## config.mk

```make
export PLATFORM = sky130hd
export DESIGN_NAME = team_07_wb_stream_bridge_flat
export DESIGN_NICKNAME = d
export VERILOG_FILES = /design/src/rtl/team_07_wb_stream_bridge_if.sv /design/src/rtl/team_07_wb_stream_bridge.sv /design/src/flat_wrapper.sv
export SDC_FILE = /design/constraint.sdc
export NUM_CORES = 1
export LEC_CHECK = 0
export BUFFER_PORTS_ARGS = -buffer_cell sky130_fd_sc_hd__buf_2
export CAP_MARGIN = 25
export CORE_MARGIN = 4
export CORE_UTILIZATION = 40
export CTS_CLUSTER_SIZE = 12
export DETAILED_ROUTE_END_ITERATION = 6
export HOLD_SLACK_MARGIN = 0.15
export PLACE_DENSITY_LB_ADDON = 0.25
export SLEW_MARGIN = 20
export SYNTH_ARGS = -nofsm -noshare
export SYNTH_HDL_FRONTEND = slang
export SYNTH_SLANG_ARGS = --single-unit
```

## constraint.sdc

```tcl
create_clock -name clk_i -period 5.35 [get_ports clk_i]
set_clock_uncertainty 0.05 [all_clocks]
set_input_delay 0.535 -clock clk_i [delete_from_list [all_inputs] [get_ports clk_i]]
set_output_delay 0.535 -clock clk_i [all_outputs]
set_load 0.1 [all_outputs]
```

## src/rtl/team_07_wb_stream_bridge_if.sv

```systemverilog
// ---------------------------------------------------------------------------
// team_07_wb_stream_bridge_if
//   Signal bundle for the team_07 Wishbone/stream bridge.
//   Carries the Wishbone classic slave port (plus active-low chip select),
//   the level interrupt, the TX stream towards the core and the RX stream
//   coming back from the core.
//
//   slave  modport : the bridge's view (bus inputs in, ack/data/irq out,
//                    drives TX stream, accepts RX stream)
//   master modport : the bus master / core side view (test environment)
// ---------------------------------------------------------------------------
interface team_07_wb_stream_bridge_if #(
  parameter int unsigned DW = 32
);
  // Wishbone classic slave port
  logic          ncs;
  logic [31:0]   adr_i;
  logic [31:0]   dat_i;
  logic [3:0]    sel_i;
  logic          cyc_i;
  logic          stb_i;
  logic          we_i;
  logic          ack_o;
  logic [31:0]   dat_o;
  // Interrupt towards the management core
  logic          irq_o;
  // TX stream: bridge -> core
  logic [DW-1:0] tx_data_o;
  logic          tx_valid_o;
  logic          tx_ready_i;
  // RX stream: core -> bridge
  logic [DW-1:0] rx_data_i;
  logic          rx_valid_i;
  logic          rx_ready_o;

  modport slave (
    input  ncs, adr_i, dat_i, sel_i, cyc_i, stb_i, we_i,
    output ack_o, dat_o, irq_o,
    output tx_data_o, tx_valid_o,
    input  tx_ready_i,
    input  rx_data_i, rx_valid_i,
    output rx_ready_o
  );

  modport master (
    output ncs, adr_i, dat_i, sel_i, cyc_i, stb_i, we_i,
    input  ack_o, dat_o, irq_o,
    input  tx_data_o, tx_valid_o,
    output tx_ready_i,
    output rx_data_i, rx_valid_i,
    input  rx_ready_o
  );
endinterface

```

## src/rtl/team_07_wb_stream_bridge.sv

```systemverilog
// ---------------------------------------------------------------------------
// team_07_wb_stream_bridge
//   Wishbone classic slave that bridges the management bus to the team_07
//   core. Bus writes to DATA are queued in a TX FIFO that is drained to the
//   core over a valid/ready stream; words from the core are queued in an RX
//   FIFO and popped by bus reads of DATA. STAT/CTRL/FLAG registers and a
//   level interrupt allow polling or interrupt-driven operation.
//
//   Register window (16 bytes at BASE_ADDR):
//     0x0 DATA  W: push to TX (full byte select only)  R: pop RX (0 + UNF if empty)
//     0x4 STAT  R: {16'b0, rx_cnt, tx_cnt}
//     0x8 CTRL  [0]EN [1]TX_IE [2]RX_IE, write bit 3 = FLUSH (self-clearing)
//     0xC FLAG  [0]OVF [1]UNF sticky, write-1-to-clear
//
// Ports
//   clk_i : clock
//   rst_i : asynchronous active-high reset
//   bus   : team_07_wb_stream_bridge_if.slave (Wishbone, irq, TX/RX streams)
// ---------------------------------------------------------------------------
module team_07_wb_stream_bridge #(
  parameter logic [31:0] BASE_ADDR = 32'h3000_0000,
  parameter int unsigned DEPTH     = 8,
  parameter int unsigned DW        = 32
) (
  input  logic                     clk_i,
  input  logic                     rst_i,
  team_07_wb_stream_bridge_if.slave bus
);

  localparam int unsigned AW = $clog2(DEPTH);
  localparam int unsigned CW = AW + 1;

  localparam logic [3:0]    OFF_DATA = 4'h0;
  localparam logic [3:0]    OFF_STAT = 4'h4;
  localparam logic [3:0]    OFF_CTRL = 4'h8;
  localparam logic [3:0]    OFF_FLAG = 4'hC;
  localparam logic [CW-1:0] CNT_FULL = CW'(DEPTH);
  localparam logic [CW-1:0] CNT_ZERO = {CW{1'b0}};
  localparam logic [AW-1:0] PTR_ZERO = {AW{1'b0}};

  // -------------------------------------------------------------------------
  // State
  // -------------------------------------------------------------------------
  // Transaction captured at request time, consumed in the ack cycle
  logic          ack_q,  ack_d;
  logic [3:0]    off_q,  off_d;
  logic          we_q,   we_d;
  logic [3:0]    sel_q,  sel_d;
  logic [31:0]   wdat_q, wdat_d;

  // Control and sticky status
  logic          en_q,    en_d;
  logic          tx_ie_q, tx_ie_d;
  logic          rx_ie_q, rx_ie_d;
  logic          ovf_q,   ovf_d;
  logic          unf_q,   unf_d;
  logic          irq_q,   irq_d;

  // FIFO bookkeeping
  logic [AW-1:0] tx_wp_q,  tx_wp_d;
  logic [AW-1:0] tx_rp_q,  tx_rp_d;
  logic [CW-1:0] tx_cnt_q, tx_cnt_d;
  logic [AW-1:0] rx_wp_q,  rx_wp_d;
  logic [AW-1:0] rx_rp_q,  rx_rp_d;
  logic [CW-1:0] rx_cnt_q, rx_cnt_d;

  // FIFO storage (contents are don't-care outside the valid window)
  logic [DW-1:0] tx_mem_q [DEPTH];
  logic [DW-1:0] rx_mem_q [DEPTH];

  // -------------------------------------------------------------------------
  // Combinational events
  // -------------------------------------------------------------------------
  logic          req_s;
  logic          tx_empty_s, tx_full_s;
  logic          rx_empty_s, rx_full_s;
  logic          data_wr_s, data_rd_s;
  logic          ctrl_wr_s, flag_wr_s, flush_s;
  logic          tx_push_s, tx_pop_s;
  logic          rx_push_s, rx_pop_s;
  logic          ovf_set_s, unf_set_s;
  logic [31:0]   rdata_s;
  logic [DW-1:0] tx_head_s;

  // Qualify a new bus request and latch what it asks for.
  // ack_q in the request term blocks back-to-back acks and prevents a request
  // held through its ack from being served twice.
  always_comb begin
    req_s = bus.cyc_i & bus.stb_i & ~bus.ncs & ~ack_q &
            (bus.adr_i[31:4] == BASE_ADDR[31:4]);
    ack_d = req_s;
    if (req_s) begin
      off_d  = bus.adr_i[3:0];
      we_d   = bus.we_i;
      sel_d  = bus.sel_i;
      wdat_d = bus.dat_i;
    end else begin
      off_d  = off_q;
      we_d   = we_q;
      sel_d  = sel_q;
      wdat_d = wdat_q;
    end
  end

  // Decode the acknowledged access and the stream handshakes into FIFO events.
  always_comb begin
    tx_empty_s = (tx_cnt_q == CNT_ZERO);
    tx_full_s  = (tx_cnt_q == CNT_FULL);
    rx_empty_s = (rx_cnt_q == CNT_ZERO);
    rx_full_s  = (rx_cnt_q == CNT_FULL);

    data_wr_s  = ack_q & we_q  & (off_q == OFF_DATA) & (sel_q == 4'hF);
    data_rd_s  = ack_q & ~we_q & (off_q == OFF_DATA);
    ctrl_wr_s  = ack_q & we_q  & (off_q == OFF_CTRL);
    flag_wr_s  = ack_q & we_q  & (off_q == OFF_FLAG);
    flush_s    = ctrl_wr_s & wdat_q[3];

    tx_pop_s   = en_q & ~tx_empty_s & bus.tx_ready_i;
    // A pop in the same cycle frees the slot, so a full FIFO still accepts.
    tx_push_s  = data_wr_s & (~tx_full_s | tx_pop_s);
    ovf_set_s  = data_wr_s & tx_full_s & ~tx_pop_s;

    rx_push_s  = bus.rx_valid_i & ~rx_full_s;
    // The emptiness check uses the current count: a word arriving from the
    // core in the same cycle is kept, not handed to this read.
    rx_pop_s   = data_rd_s & ~rx_empty_s;
    unf_set_s  = data_rd_s & rx_empty_s;
  end

  // Next pointers and counts; FLUSH overrides any stream activity.
  always_comb begin
    if (flush_s) begin
      tx_wp_d  = PTR_ZERO;
      tx_rp_d  = PTR_ZERO;
      tx_cnt_d = CNT_ZERO;
      rx_wp_d  = PTR_ZERO;
      rx_rp_d  = PTR_ZERO;
      rx_cnt_d = CNT_ZERO;
    end else begin
      tx_wp_d  = tx_wp_q + AW'(tx_push_s);
      tx_rp_d  = tx_rp_q + AW'(tx_pop_s);
      tx_cnt_d = tx_cnt_q + CW'(tx_push_s) - CW'(tx_pop_s);
      rx_wp_d  = rx_wp_q + AW'(rx_push_s);
      rx_rp_d  = rx_rp_q + AW'(rx_pop_s);
      rx_cnt_d = rx_cnt_q + CW'(rx_push_s) - CW'(rx_pop_s);
    end
  end

  // CTRL register update.
  always_comb begin
    if (ctrl_wr_s) begin
      en_d    = wdat_q[0];
      tx_ie_d = wdat_q[1];
      rx_ie_d = wdat_q[2];
    end else begin
      en_d    = en_q;
      tx_ie_d = tx_ie_q;
      rx_ie_d = rx_ie_q;
    end
  end

  // Sticky flags: a set event beats a write-1-to-clear in the same cycle.
  always_comb begin
    if (ovf_set_s) begin
      ovf_d = 1'b1;
    end else if (flag_wr_s && wdat_q[0]) begin
      ovf_d = 1'b0;
    end else begin
      ovf_d = ovf_q;
    end

    if (unf_set_s) begin
      unf_d = 1'b1;
    end else if (flag_wr_s && wdat_q[1]) begin
      unf_d = 1'b0;
    end else begin
      unf_d = unf_q;
    end
  end

  // Interrupt is evaluated on the post-update state so it follows the FIFO
  // levels with exactly one register stage.
  always_comb begin
    irq_d = (tx_ie_d & (tx_cnt_d == CNT_ZERO)) |
            (rx_ie_d & (rx_cnt_d != CNT_ZERO));
  end

  // Read data mux, only driven during the ack cycle of a read.
  always_comb begin
    rdata_s = 32'h0000_0000;
    if (ack_q && !we_q) begin
      case (off_q)
        OFF_DATA: begin
          if (!rx_empty_s) begin
            rdata_s = 32'(rx_mem_q[rx_rp_q]);
          end else begin
            rdata_s = 32'h0000_0000;
          end
        end
        OFF_STAT: rdata_s = {16'h0000, 8'(rx_cnt_q), 8'(tx_cnt_q)};
        OFF_CTRL: rdata_s = {29'h0000_0000, rx_ie_q, tx_ie_q, en_q};
        OFF_FLAG: rdata_s = {30'h0000_0000, unf_q, ovf_q};
        default:  rdata_s = 32'h0000_0000;
      endcase
    end else begin
      rdata_s = 32'h0000_0000;
    end
  end

  // TX head presented to the core, forced to zero when nothing is queued.
  always_comb begin
    if (tx_empty_s) begin
      tx_head_s = {DW{1'b0}};
    end else begin
      tx_head_s = tx_mem_q[tx_rp_q];
    end
  end

  // -------------------------------------------------------------------------
  // Registers
  // -------------------------------------------------------------------------
  // Control, status and FIFO pointer state with asynchronous reset.
  always_ff @(posedge clk_i or posedge rst_i) begin
    if (rst_i) begin
      ack_q    <= 1'b0;
      off_q    <= 4'h0;
      we_q     <= 1'b0;
      sel_q    <= 4'h0;
      wdat_q   <= 32'h0000_0000;
      en_q     <= 1'b0;
      tx_ie_q  <= 1'b0;
      rx_ie_q  <= 1'b0;
      ovf_q    <= 1'b0;
      unf_q    <= 1'b0;
      irq_q    <= 1'b0;
      tx_wp_q  <= PTR_ZERO;
      tx_rp_q  <= PTR_ZERO;
      tx_cnt_q <= CNT_ZERO;
      rx_wp_q  <= PTR_ZERO;
      rx_rp_q  <= PTR_ZERO;
      rx_cnt_q <= CNT_ZERO;
    end else begin
      ack_q    <= ack_d;
      off_q    <= off_d;
      we_q     <= we_d;
      sel_q    <= sel_d;
      wdat_q   <= wdat_d;
      en_q     <= en_d;
      tx_ie_q  <= tx_ie_d;
      rx_ie_q  <= rx_ie_d;
      ovf_q    <= ovf_d;
      unf_q    <= unf_d;
      irq_q    <= irq_d;
      tx_wp_q  <= tx_wp_d;
      tx_rp_q  <= tx_rp_d;
      tx_cnt_q <= tx_cnt_d;
      rx_wp_q  <= rx_wp_d;
      rx_rp_q  <= rx_rp_d;
      rx_cnt_q <= rx_cnt_d;
    end
  end

  // FIFO storage writes; no reset needed since the counts gate every read.
  always_ff @(posedge clk_i) begin
    if (tx_push_s) begin
      tx_mem_q[tx_wp_q] <= wdat_q[DW-1:0];
    end
    if (rx_push_s) begin
      rx_mem_q[rx_wp_q] <= bus.rx_data_i;
    end
  end

  // -------------------------------------------------------------------------
  // Outputs
  // -------------------------------------------------------------------------
  assign bus.ack_o      = ack_q;
  assign bus.dat_o      = rdata_s;
  assign bus.irq_o      = irq_q;
  assign bus.tx_valid_o = en_q & ~tx_empty_s;
  assign bus.tx_data_o  = tx_head_s;
  assign bus.rx_ready_o = ~rx_full_s;

endmodule

```

## src/flat_wrapper.sv

```systemverilog
// flat-port wrapper written by rule: the top's interface ports become plain ports
module team_07_wb_stream_bridge_flat 
#(
  parameter logic [31:0] BASE_ADDR = 32'h3000_0000,
  parameter int unsigned DEPTH     = 8,
  parameter int unsigned DW        = 32
)
  (clk_i, rst_i, bus_ncs, bus_adr_i, bus_dat_i, bus_sel_i, bus_cyc_i, bus_stb_i, bus_we_i, bus_ack_o, bus_dat_o, bus_irq_o, bus_tx_data_o, bus_tx_valid_o, bus_tx_ready_i, bus_rx_data_i, bus_rx_valid_i, bus_rx_ready_o);
  team_07_wb_stream_bridge_if #(.DW(DW)) bus_i ();
  input  logic clk_i;
  input  logic rst_i;
  input wire logic [$bits(bus_i.ncs)-1:0] bus_ncs;
  input wire logic [$bits(bus_i.adr_i)-1:0] bus_adr_i;
  input wire logic [$bits(bus_i.dat_i)-1:0] bus_dat_i;
  input wire logic [$bits(bus_i.sel_i)-1:0] bus_sel_i;
  input wire logic [$bits(bus_i.cyc_i)-1:0] bus_cyc_i;
  input wire logic [$bits(bus_i.stb_i)-1:0] bus_stb_i;
  input wire logic [$bits(bus_i.we_i)-1:0] bus_we_i;
  output wire logic [$bits(bus_i.ack_o)-1:0] bus_ack_o;
  output wire logic [$bits(bus_i.dat_o)-1:0] bus_dat_o;
  output wire logic [$bits(bus_i.irq_o)-1:0] bus_irq_o;
  output wire logic [$bits(bus_i.tx_data_o)-1:0] bus_tx_data_o;
  output wire logic [$bits(bus_i.tx_valid_o)-1:0] bus_tx_valid_o;
  input wire logic [$bits(bus_i.tx_ready_i)-1:0] bus_tx_ready_i;
  input wire logic [$bits(bus_i.rx_data_i)-1:0] bus_rx_data_i;
  input wire logic [$bits(bus_i.rx_valid_i)-1:0] bus_rx_valid_i;
  output wire logic [$bits(bus_i.rx_ready_o)-1:0] bus_rx_ready_o;
  assign bus_i.ncs = bus_ncs;
  assign bus_i.adr_i = bus_adr_i;
  assign bus_i.dat_i = bus_dat_i;
  assign bus_i.sel_i = bus_sel_i;
  assign bus_i.cyc_i = bus_cyc_i;
  assign bus_i.stb_i = bus_stb_i;
  assign bus_i.we_i = bus_we_i;
  assign bus_ack_o = bus_i.ack_o;
  assign bus_dat_o = bus_i.dat_o;
  assign bus_irq_o = bus_i.irq_o;
  assign bus_tx_data_o = bus_i.tx_data_o;
  assign bus_tx_valid_o = bus_i.tx_valid_o;
  assign bus_i.tx_ready_i = bus_tx_ready_i;
  assign bus_i.rx_data_i = bus_rx_data_i;
  assign bus_i.rx_valid_i = bus_rx_valid_i;
  assign bus_rx_ready_o = bus_i.rx_ready_o;
  team_07_wb_stream_bridge #(.BASE_ADDR(BASE_ADDR), .DEPTH(DEPTH), .DW(DW)) u_core (.clk_i(clk_i), .rst_i(rst_i), .bus(bus_i));
endmodule
```

== Word-level counts from Yosys, hierarchy flattened ==
Memories as Yosys holds them, arrays and structs flattened.
Cells that the tools add are included.

* Memories: 2
* ROM bits: 0
* Bits in latches: 0
* Register bits: 68
* Output and inout bits: 68
* Bits of input ports: 108
* Word-level logic and storage cells: 97
* Bits in writable memories: 512

* Bitwise logic cells: 32
* Divide/modulo/power cells: 0
* Muxes and demuxes: 20
* Reductions and logical operators: 11
* Magnitude comparators: 0
* Add/sub/neg operators: 8
* Shift-type cells: 0
* $mul: 0
* Equal/unequal tests: 7

{| class="wikitable"
|+ Memories
! name !! words !! bits a word !! read ports !! clocked after Yosys merged registers in !! wr ports !! line !! text
|-
| u_core.rx_mem_q || 8 || 32 || 1 || 0 || 1 || team_07_wb_stream_bridge.sv:69 || <nowiki>logic [DW-1:0] rx_mem_q [DEPTH];</nowiki>
|-
| u_core.tx_mem_q || 8 || 32 || 1 || 0 || 1 || team_07_wb_stream_bridge.sv:68 || <nowiki>logic [DW-1:0] tx_mem_q [DEPTH];</nowiki>
|}

{| class="wikitable"
|+ Operators by type and width
! cell !! number
|-
| $pmux 32 s4 || 1
|-
| $mux 32 || 3
|-
| $eq 28x26->1 const B || 1
|-
| $and 1x1->1 || 22
|-
| $eq 4x4->1 const B || 5
|-
| $logic_not 4->1 || 4
|-
| $add 3x1->3 || 4
|-
| $mux 3 || 4
|-
| $mux 1 || 10
|-
| $add 4x1->4 || 2
|-
| $mux 4 || 2
|-
| $not 1->1 || 8
|-
| $sub 4x1->4 || 2
|-
| $eq 4x3->1 const B || 1
|-
| $reduce_bool 2->1 || 2
|-
| $reduce_bool 4->1 || 1
|-
| $logic_and 1x1->1 || 3
|-
| $or 1x1->1 || 2
|-
| $logic_not 1->1 || 1
|}

== Longest topological paths before layout ==
Gate-level depths: netlist of run 1.

* Word-level depth: 12
* Gate-level depth with buffers: 14
* Depth with buffers taken out: 13

== Worst setup path before layout of run 1 ==
No wires, ideal clock.

* Path kind: reg-to-reg
* Start point: register u_core.ack_q (netlist: u_core.bus.ack_o)
* End point: memory u_core.tx_mem_q[1][0], enable pin
* Arrival time: 4,103 ps
* Cell stages (with the launch flop): 5
* Path slack: 736 ps
* Cells stage by stage: dfrtp_1 nand4bb_1 a2111oi_4 nand2_1 nor3_1

* Cells in the longest elaborated chain, start to end: 6

{| class="wikitable"
|+ RTL lines
! element !! line !! text
|-
| start, declared || team_07_wb_stream_bridge.sv:45 || <nowiki>logic ack_q, ack_d;</nowiki>
|-
| start signal, assigned || team_07_wb_stream_bridge.sv:243 || <nowiki>ack_q <= ack_d;</nowiki>
|-
| $and 1x1->1 (3 in a row) || team_07_wb_stream_bridge.sv:112 || <nowiki>data_wr_s = ack_q & we_q & (off_q == OFF_DATA) & (sel_q == 4'hF);</nowiki>
|-
| $and 1x1->1 || team_07_wb_stream_bridge.sv:120 || <nowiki>tx_push_s = data_wr_s & (~tx_full_s | tx_pop_s);</nowiki>
|-
| $mux 1 || team_07_wb_stream_bridge.sv:265 || <nowiki>if (tx_push_s) begin</nowiki>
|-
| $mux 1 (not written as such) || team_07_wb_stream_bridge.sv:266 || <nowiki>tx_mem_q[tx_wp_q] <= wdat_q[DW-1:0];</nowiki>
|-
| end, declared || team_07_wb_stream_bridge.sv:68 ||
|}

No other way between the ends.

== Final worst setup path of run 1 ==
* Start point: register u_core.rx_rp_q[0]
* End point: output bus_dat_o[27]

* Cells in the longest elaborated chain, start to end: 4

{| class="wikitable"
|+ RTL lines
! element !! line !! text
|-
| start, declared || team_07_wb_stream_bridge.sv:64 || <nowiki>logic [AW-1:0] rx_rp_q, rx_rp_d;</nowiki>
|-
| start signal, assigned || team_07_wb_stream_bridge.sv:258 || <nowiki>rx_rp_q <= rx_rp_d;</nowiki>
|-
| $mem_v2 8x32 || -- ||
|-
| $mux 32 || team_07_wb_stream_bridge.sv:194 || <nowiki>if (!rx_empty_s) begin</nowiki>
|-
| $pmux 32 s4 || team_07_wb_stream_bridge.sv:192 || <nowiki>case (off_q)</nowiki>
|-
| $mux 32 || team_07_wb_stream_bridge.sv:191 || <nowiki>if (ack_q && !we_q) begin</nowiki>
|-
| end, declared || flat_wrapper.sv:20 || <nowiki>output wire logic [$bits(bus_i.dat_o)-1:0] bus_dat_o;</nowiki>
|}

No other way between the ends.

==> flow_metrics.py, run 1 <==
metrics = {
    "run_status": {
        "status": "finished clean",
    },
    "grt": {
        "grt_max_degree": 40,
        "antenna_found_initial": 3,
        "grtUsageTotal_pct": 16.3,
        "grt_pass1_vias": 12000,
        "grt_overflow": 0,
        "grt_pass1_wl_mm": 74.8,
    },
    "layout": {
        "n_fill_cell": 4782,
        "final_area_um2": 27200,
        "areaGrowthSynthToFinish_pct": 19.5,
        "final_cells": 2191,
        "nNetsFinal": 1514,
        "finish.utilization_pct": 48.2,
        "drive_gt1_share_pct": 30.7,
    },
    "power_and_ir_drop": {
        "irDropWorstVdd_mv": 0.259,
        "switching_share_pct": 21.9,
        "p_comb_share_pct": 6.9,
        "leakage_nw": 9.13,
        "finalPower_mw": 9.80,
        "pwr-share-seq_pct": 54.2,
        "internal_power_mw": 7.66,
        "p_sw_mw": 2.14,
        "pwr-share-clk_pct": 38.9,
        "p_per_area_nw_per_um2": 360,
    },
    "place": {
        "dp_cells": 2006,
        "place_area_um2": 24700,
        "portBuffers": 175,
        "dpl_worst_slack_ns": 1.95,
        "place_congestion": 0.695,
        "hpwl_mm": 28.7,
    },
    "sta": {
        "hold_slack_ns": 0.187,
        "final_hold_viol_count": 0,
        "max_freq_mhz": 265,
        "post-route-period-util_pct": 70.5,
        "rsz0062_at_grt": "false",
        "maxSlewHeadroom_pct": 36.5,
        "fin_setup_tns_ns": 0,
        "worst_slew_pin_slew_ns": 0.953,
        "slew_violations": 0,
        "fin_crit_ns": 3.77,
        "worst_slack_ns": 1.58,
        "final-setup-viol-count": 0,
    },
    "logic_synthesis": {
        "synth_top_family_by_area": "multiplexers",
        "post-synth-top-count-cell": "edfxtp_1",
        "synth_cell_type_count": 50,
        "ys_async_sr_fraction_pct": 11.7,
        "yosysSeqAreaShare_pct": 75.0,
        "synth_area_um2": 22800,
        "synth_nets": 1224,
        "synth.area.mux_share_pct": 17.7,
        "synthAdderAreaFrac_pct": 1.28,
        "synth_cells": 1094,
        "synthTopCellsByCount": "edfxtp_1, mux4_2, nor2_1",
        "ys.flop_type": "edfxtp_1",
        "ys.warnings.count": 0,
        "synth_edf_count": 512,
        "synth.avg_cell_area_um2": 20.8,
        "synthSimpleGateAreaFrac_pct": 3.44,
        "synthTopCellsByArea": "edfxtp_1, mux4_2, dfrtp_1",
        "synth_top_area_share_pct": 67.6,
        "synth_compound_area_share_pct": 0.852,
        "synth_xor_area_share_pct": 0.231,
        "yosysTopAreaCell": "edfxtp_1",
        "ys_seq_elements": 580,
    },
    "drt": {
        "first_iter_violations": 736,
        "drcViolationCount": 0,
        "wl_per_cell_um": 22.5,
        "firstDrtPassIters": 4,
        "ant_nets": 0,
        "via_count": 11100,
        "wl_mm": 49.3,
        "avgViaCountPerCell": 5.08,
    },
    "setup_path": {
        "cp.required_ns": 4.76,
        "crit_type": "flip-flop to output pin",
        "cp-end-kind": "output pin",
        "path_max_fanout": 39,
        "crit_path_start": "u_core.rx_rp_q[0]$_DFF_PP0_",
        "arrival_ns": 3.19,
        "cp-start-kind": "flip-flop",
        "r2r_start": "u_core.bus.ack_o$_DFF_PP0_",
    },
    "floorplan": {
        "core_area_um2": 56400,
        "rows": 87,
        "io_pins": 176,
        "dieArea_um2": 60800,
        "die_w_um": 247,
        "floorplan.initialDensity_pct": 40.4,
        "die_h_um": 247,
    },
    "clock_tree": {
        "cts_root_buffer": "clkbuf_16",
        "cts_buffers": 59,
        "htree_levels": 2,
        "clk_path_buf_depth": 3,
        "clkSinkCount": 580,
        "postCtsSetupRepairBufs": 0,
        "clkLatencyLatePin_ns": 0.61,
        "path_clk_slew_ns": 0.06,
        "cts_tree": "done",
    },
    "min_path": {
        "worstHoldStart": "bus_rx_data_i[5]",
        "hold_path_class": "input pin to flip-flop",
    },
    "flow_run": {
        "maxCapViolCount": 0,
    },
}
## cell type report
| cell class | count | area, um^2 | area share (%) |
|---|---|---|---|
| inverter | 16 | 61.3 | 0.225 |
| clock buffer | 95 | 1670 | 6.15 |
| tap | 756 | 946 | 3.48 |
| timing repair buffer | 279 | 1850 | 6.81 |
| clock inverter | 16 | 118 | 0.433 |
| sequential | 580 | 17100 | 62.8 |
| antenna | 1 | 2.50 | 0.00920 |
| multi-input combinational | 448 | 5450 | 20.0 |
## layer usage
metal | GRT usage [%] | up-vias | routed length, um
met3 | 3.16 | 71 | 2310
met5 | 0 | - | 21
met4 | 3.42 | 4 | 760
met1 | 21.2 | 5818 | 20600
met2 | 28.7 | 231 | 25600
li1 | - | 5008 | -
## placed cells by master, fill, tap and decap left out, drive strengths merged, types with 4 or more instances in the layout
cell,n
xnor2,6
nor2,81
dfrtp,68
mux2,42
o21ai,6
inv,16
dlygate4sd3,73
clkinv,13
nand2,20
buf,206
nand2b,7
edfxtp,512
nor4,5
a21oi,6
mux4,128
ha,20
nand4,4
nor3,7
nor2b,14
clkbuf,95
mux2i,66
## path summary, 6_finish.rpt
kind,endpoint,slack (ns),depth (start not counted)
hold / removal,u_core.rx_mem_q[6][5]$_DFFE_PP_,0.19,1
min in group asynchronous,u_core.wdat_q[22]$_DFFE_PP0P_,0.54,3
setup / recovery,bus_dat_o[27],1.58,5
setup reg to reg,u_core.bus.irq_o$_DFF_PP0_,1.97,12
max in group asynchronous,u_core.tx_rp_q[0]$_DFF_PP0_,3.64,4
hold reg to reg,u_core.sel_q[0]$_DFFE_PP0P_,0.45,1
## critical path: stages, from the launching register on
cell	delay [ns]
dfrtp_4	0.96
buf_4	0.46
mux4_2	0.56
mux2i_1	0.20
nor2_1	0.08
buf_2	0.32
## cells by family after synthesis
logic type                 Yosys count
buffers and inverters               66
xor gates and xnor gates             6
and+or+nand+nor                    157
muxes                              236
AOI/OAI and AO/OA                   27
adders and majority gates           22
DFF                                580
## repair_timing
action	in CTS	in global routing
resized for setup	0	0
endpoints found under the hold margin	296	0
hold buffers	73	0
## power by group through the flow
stage,registers (mW),logic (mW),clock network (mW)
6_report,5.31,0.674,3.81
5_1_grt,5.33,0.749,4.13
4_1_cts,5.31,0.697,3.93
3_5_place_dp,5.41,0.650,0
3_3_place_gp,5.39,0.636,0
2_1_floorplan,5.39,0.367,0
## registers in the layout, summed over array words and instances (netlist names)
name              count
u_core.bus.ack_o      1
u_core.bus.irq_o      1
u_core.en_q           1
u_core.off_q          4
u_core.ovf_q          1
u_core.rx_cnt_q       4
u_core.rx_ie_q        1
u_core.rx_mem_q     256
u_core.rx_rp_q        3
u_core.rx_wp_q        3
u_core.sel_q          4
u_core.tx_cnt_q       4
u_core.tx_ie_q        1
u_core.tx_mem_q     256
u_core.tx_rp_q        3
u_core.tx_wp_q        3
u_core.unf_q          1
u_core.wdat_q        32
u_core.we_q           1
No activity file was read; power rests on OpenSTA's default activity.
==> run 2: changes to the inputs <==
Clock period 5.35 ns to 3.5 ns, I/O delays scaled along.
==> flow_metrics.py, run 2 (synthesized netlist as in run 1, its figures left out) <==
metrics = {
    "drt": {
        "ant_nets": 0,
        "first_iter_violations": 689,
        "drcViolationCount": 0,
        "firstDrtPassIters": 4,
        "wl_mm": 47.7,
        "wl_per_cell_um": 21.7,
        "avgViaCountPerCell": 5.07,
        "via_count": 11200,
    },
    "clock_tree": {
        "path_clk_slew_ns": 0.06,
        "postCtsSetupRepairBufs": 0,
        "htree_levels": 2,
        "clkSinkCount": 580,
        "clkLatencyLatePin_ns": 0.60,
        "cts_buffers": 60,
        "cts_root_buffer": "clkbuf_16",
        "cts_tree": "done",
        "clk_path_buf_depth": 3,
    },
    "grt": {
        "grt_pass1_wl_mm": 73.6,
        "grt_overflow": 0,
        "antenna_found_initial": 3,
        "grt_pass1_vias": 12100,
        "grt_max_degree": 43,
        "grtUsageTotal_pct": 15.9,
    },
    "sta": {
        "worst_slew_pin_slew_ns": 0.749,
        "post-route-period-util_pct": 96.8,
        "hold_slack_ns": 0.279,
        "rsz0062_at_grt": "false",
        "maxSlewHeadroom_pct": 50.1,
        "fin_crit_ns": 3.39,
        "final_hold_viol_count": 0,
        "slew_violations": 0,
        "final-setup-viol-count": 0,
        "max_freq_mhz": 295,
        "fin_setup_tns_ns": 0,
    },
    "setup_path": {
        "crit_type": "flip-flop to output pin",
        "cp.required_ns": 3.10,
        "path_max_fanout": 32,
        "r2r_end": "u_core.bus.irq_o$_DFF_PP0_",
        "cp-start-kind": "flip-flop",
        "arrival_ns": 2.99,
        "rr_worst_depth": 12,
        "r2r_slack_ns": 0.53,
        "r2r_start": "u_core.off_q[0]$_DFFE_PP0P_",
        "cp-end-kind": "output pin",
    },
    "power_and_ir_drop": {
        "switching_share_pct": 21.9,
        "p_per_area_nw_per_um2": 546,
        "p_comb_share_pct": 7.2,
        "internal_power_mw": 11.7,
        "p_sw_mw": 3.30,
        "pwr-share-clk_pct": 38.7,
        "pwr-share-seq_pct": 54.1,
        "irDropWorstVdd_mv": 0.553,
        "leakage_nw": 9.20,
    },
    "place": {
        "hpwl_mm": 28.4,
        "portBuffers": 175,
        "place_congestion": 0.701,
        "place_area_um2": 25000,
    },
    "run_status": {
        "status": "finished clean",
    },
    "flow_run": {
        "maxCapViolCount": 0,
    },
    "floorplan": {
        "rows": 87,
        "dieArea_um2": 60800,
        "die_h_um": 247,
        "floorplan.initialDensity_pct": 40.4,
        "io_pins": 176,
        "die_w_um": 247,
        "core_area_um2": 56400,
    },
    "min_path": {
        "hold_path_class": "input pin to asynchronous set/reset pin",
    },
    "layout": {
        "areaGrowthSynthToFinish_pct": 20.9,
        "top_regs": "u_core.rx_mem_q: 256 flops, u_core.tx_mem_q: 256 flops, u_core.wdat_q: 32 flops",
        "final_area_um2": 27500,
        "drive_gt1_share_pct": 32.7,
        "nNetsFinal": 1526,
        "final_common_cell": "edfxtp_1",
        "final_cell_mix": "edfxtp_1, buf_2, mux4_2",
    },
}
-- run 2: final cells by class --
type | count | area, um^2
Clock buffer | 89 | 1660
Clock inverter | 18 | 115
Sequential cell | 580 | 17100
Timing Repair Buffer | 290 | 2120
Antenna cell | 2 | 5.00
Fill cell | 4722 | 28900
Multi-Input combinational cell | 448 | 5520
Inverter | 16 | 61.3
Tap cell | 756 | 946
-- run 2: what timing repair did --
item | in CTS | in global routing
gates cloned | 0 | 0
setup endpoints to repair | 3 | 2
resized for setup | 3 | 2
hold endpoints to repair | 322 | 0
hold buffers | 75 | 0
pin swaps | 0 | 0
-- run 2: power groups by stage --
| stage | logic, mW | clock network (mW) | registers, mW |
|---|---|---|---|
| 3_5_place_dp | 1.04 | 0 | 8.27 |
| 6_report | 1.08 | 5.82 | 8.13 |
| 4_1_cts | 1.11 | 5.97 | 8.13 |
| 2_1_floorplan | 0.568 | 0 | 8.23 |
| 3_3_place_gp | 1.03 | 0 | 8.25 |
| 5_1_grt | 1.19 | 6.29 | 8.16 |
-- run 2: critical path: stages, from the launching register on --
cell     delay [ns]
dfrtp_1        0.40
or4b_4         0.61
nor3_4         0.20
nand2_4        0.07
buf_4          0.30
o21ai_1        0.42
buf_4          0.37
-- run 2: worst max-delay path by stage --
stage          depth (start not counted)                         end                        start
6_report                               6               bus_dat_o[10]  u_core.off_q[0]$_DFFE_PP0P_
4_1_cts                                6               bus_dat_o[11]  u_core.off_q[0]$_DFFE_PP0P_
2_1_floorplan                          5                bus_dat_o[0]   u_core.bus.ack_o$_DFF_PP0_
3_5_place_dp                          12  u_core.bus.irq_o$_DFF_PP0_  u_core.off_q[0]$_DFFE_PP0P_
5_1_grt                                6               bus_dat_o[10]  u_core.off_q[0]$_DFFE_PP0P_
3_3_place_gp                          12  u_core.bus.irq_o$_DFF_PP0_  u_core.off_q[0]$_DFFE_PP0P_
-- run 2: stage by stage --
| step | util [%] | power [mW] | std cells | setup slack (ns) |
|---|---|---|---|---|
| 3_3_place_gp | 44.3 | 9.28 | 2015 | 0.567 |
| 6_report | 48.8 | 15.0 | 2199 | 0.111 |
| 5_1_grt | 48.8 | 15.6 | 2198 | 0.00137 |
| 2_1_floorplan | - | 8.80 | 1094 | -0.0366 |
| 4_1_cts | 48.8 | 15.2 | 2197 | 0.0411 |
| 3_5_place_dp | 44.3 | 9.31 | 2015 | 0.531 |
-- run 2: layer usage --
layer	share of wire (%)	track usage (%)	vias up
li1	-	-	5033
met1	41	20.4	5831
met2	52	28.1	218
met3	4.8	3.12	68
met4	1.7	3.55	2
met5	0.027	0	-
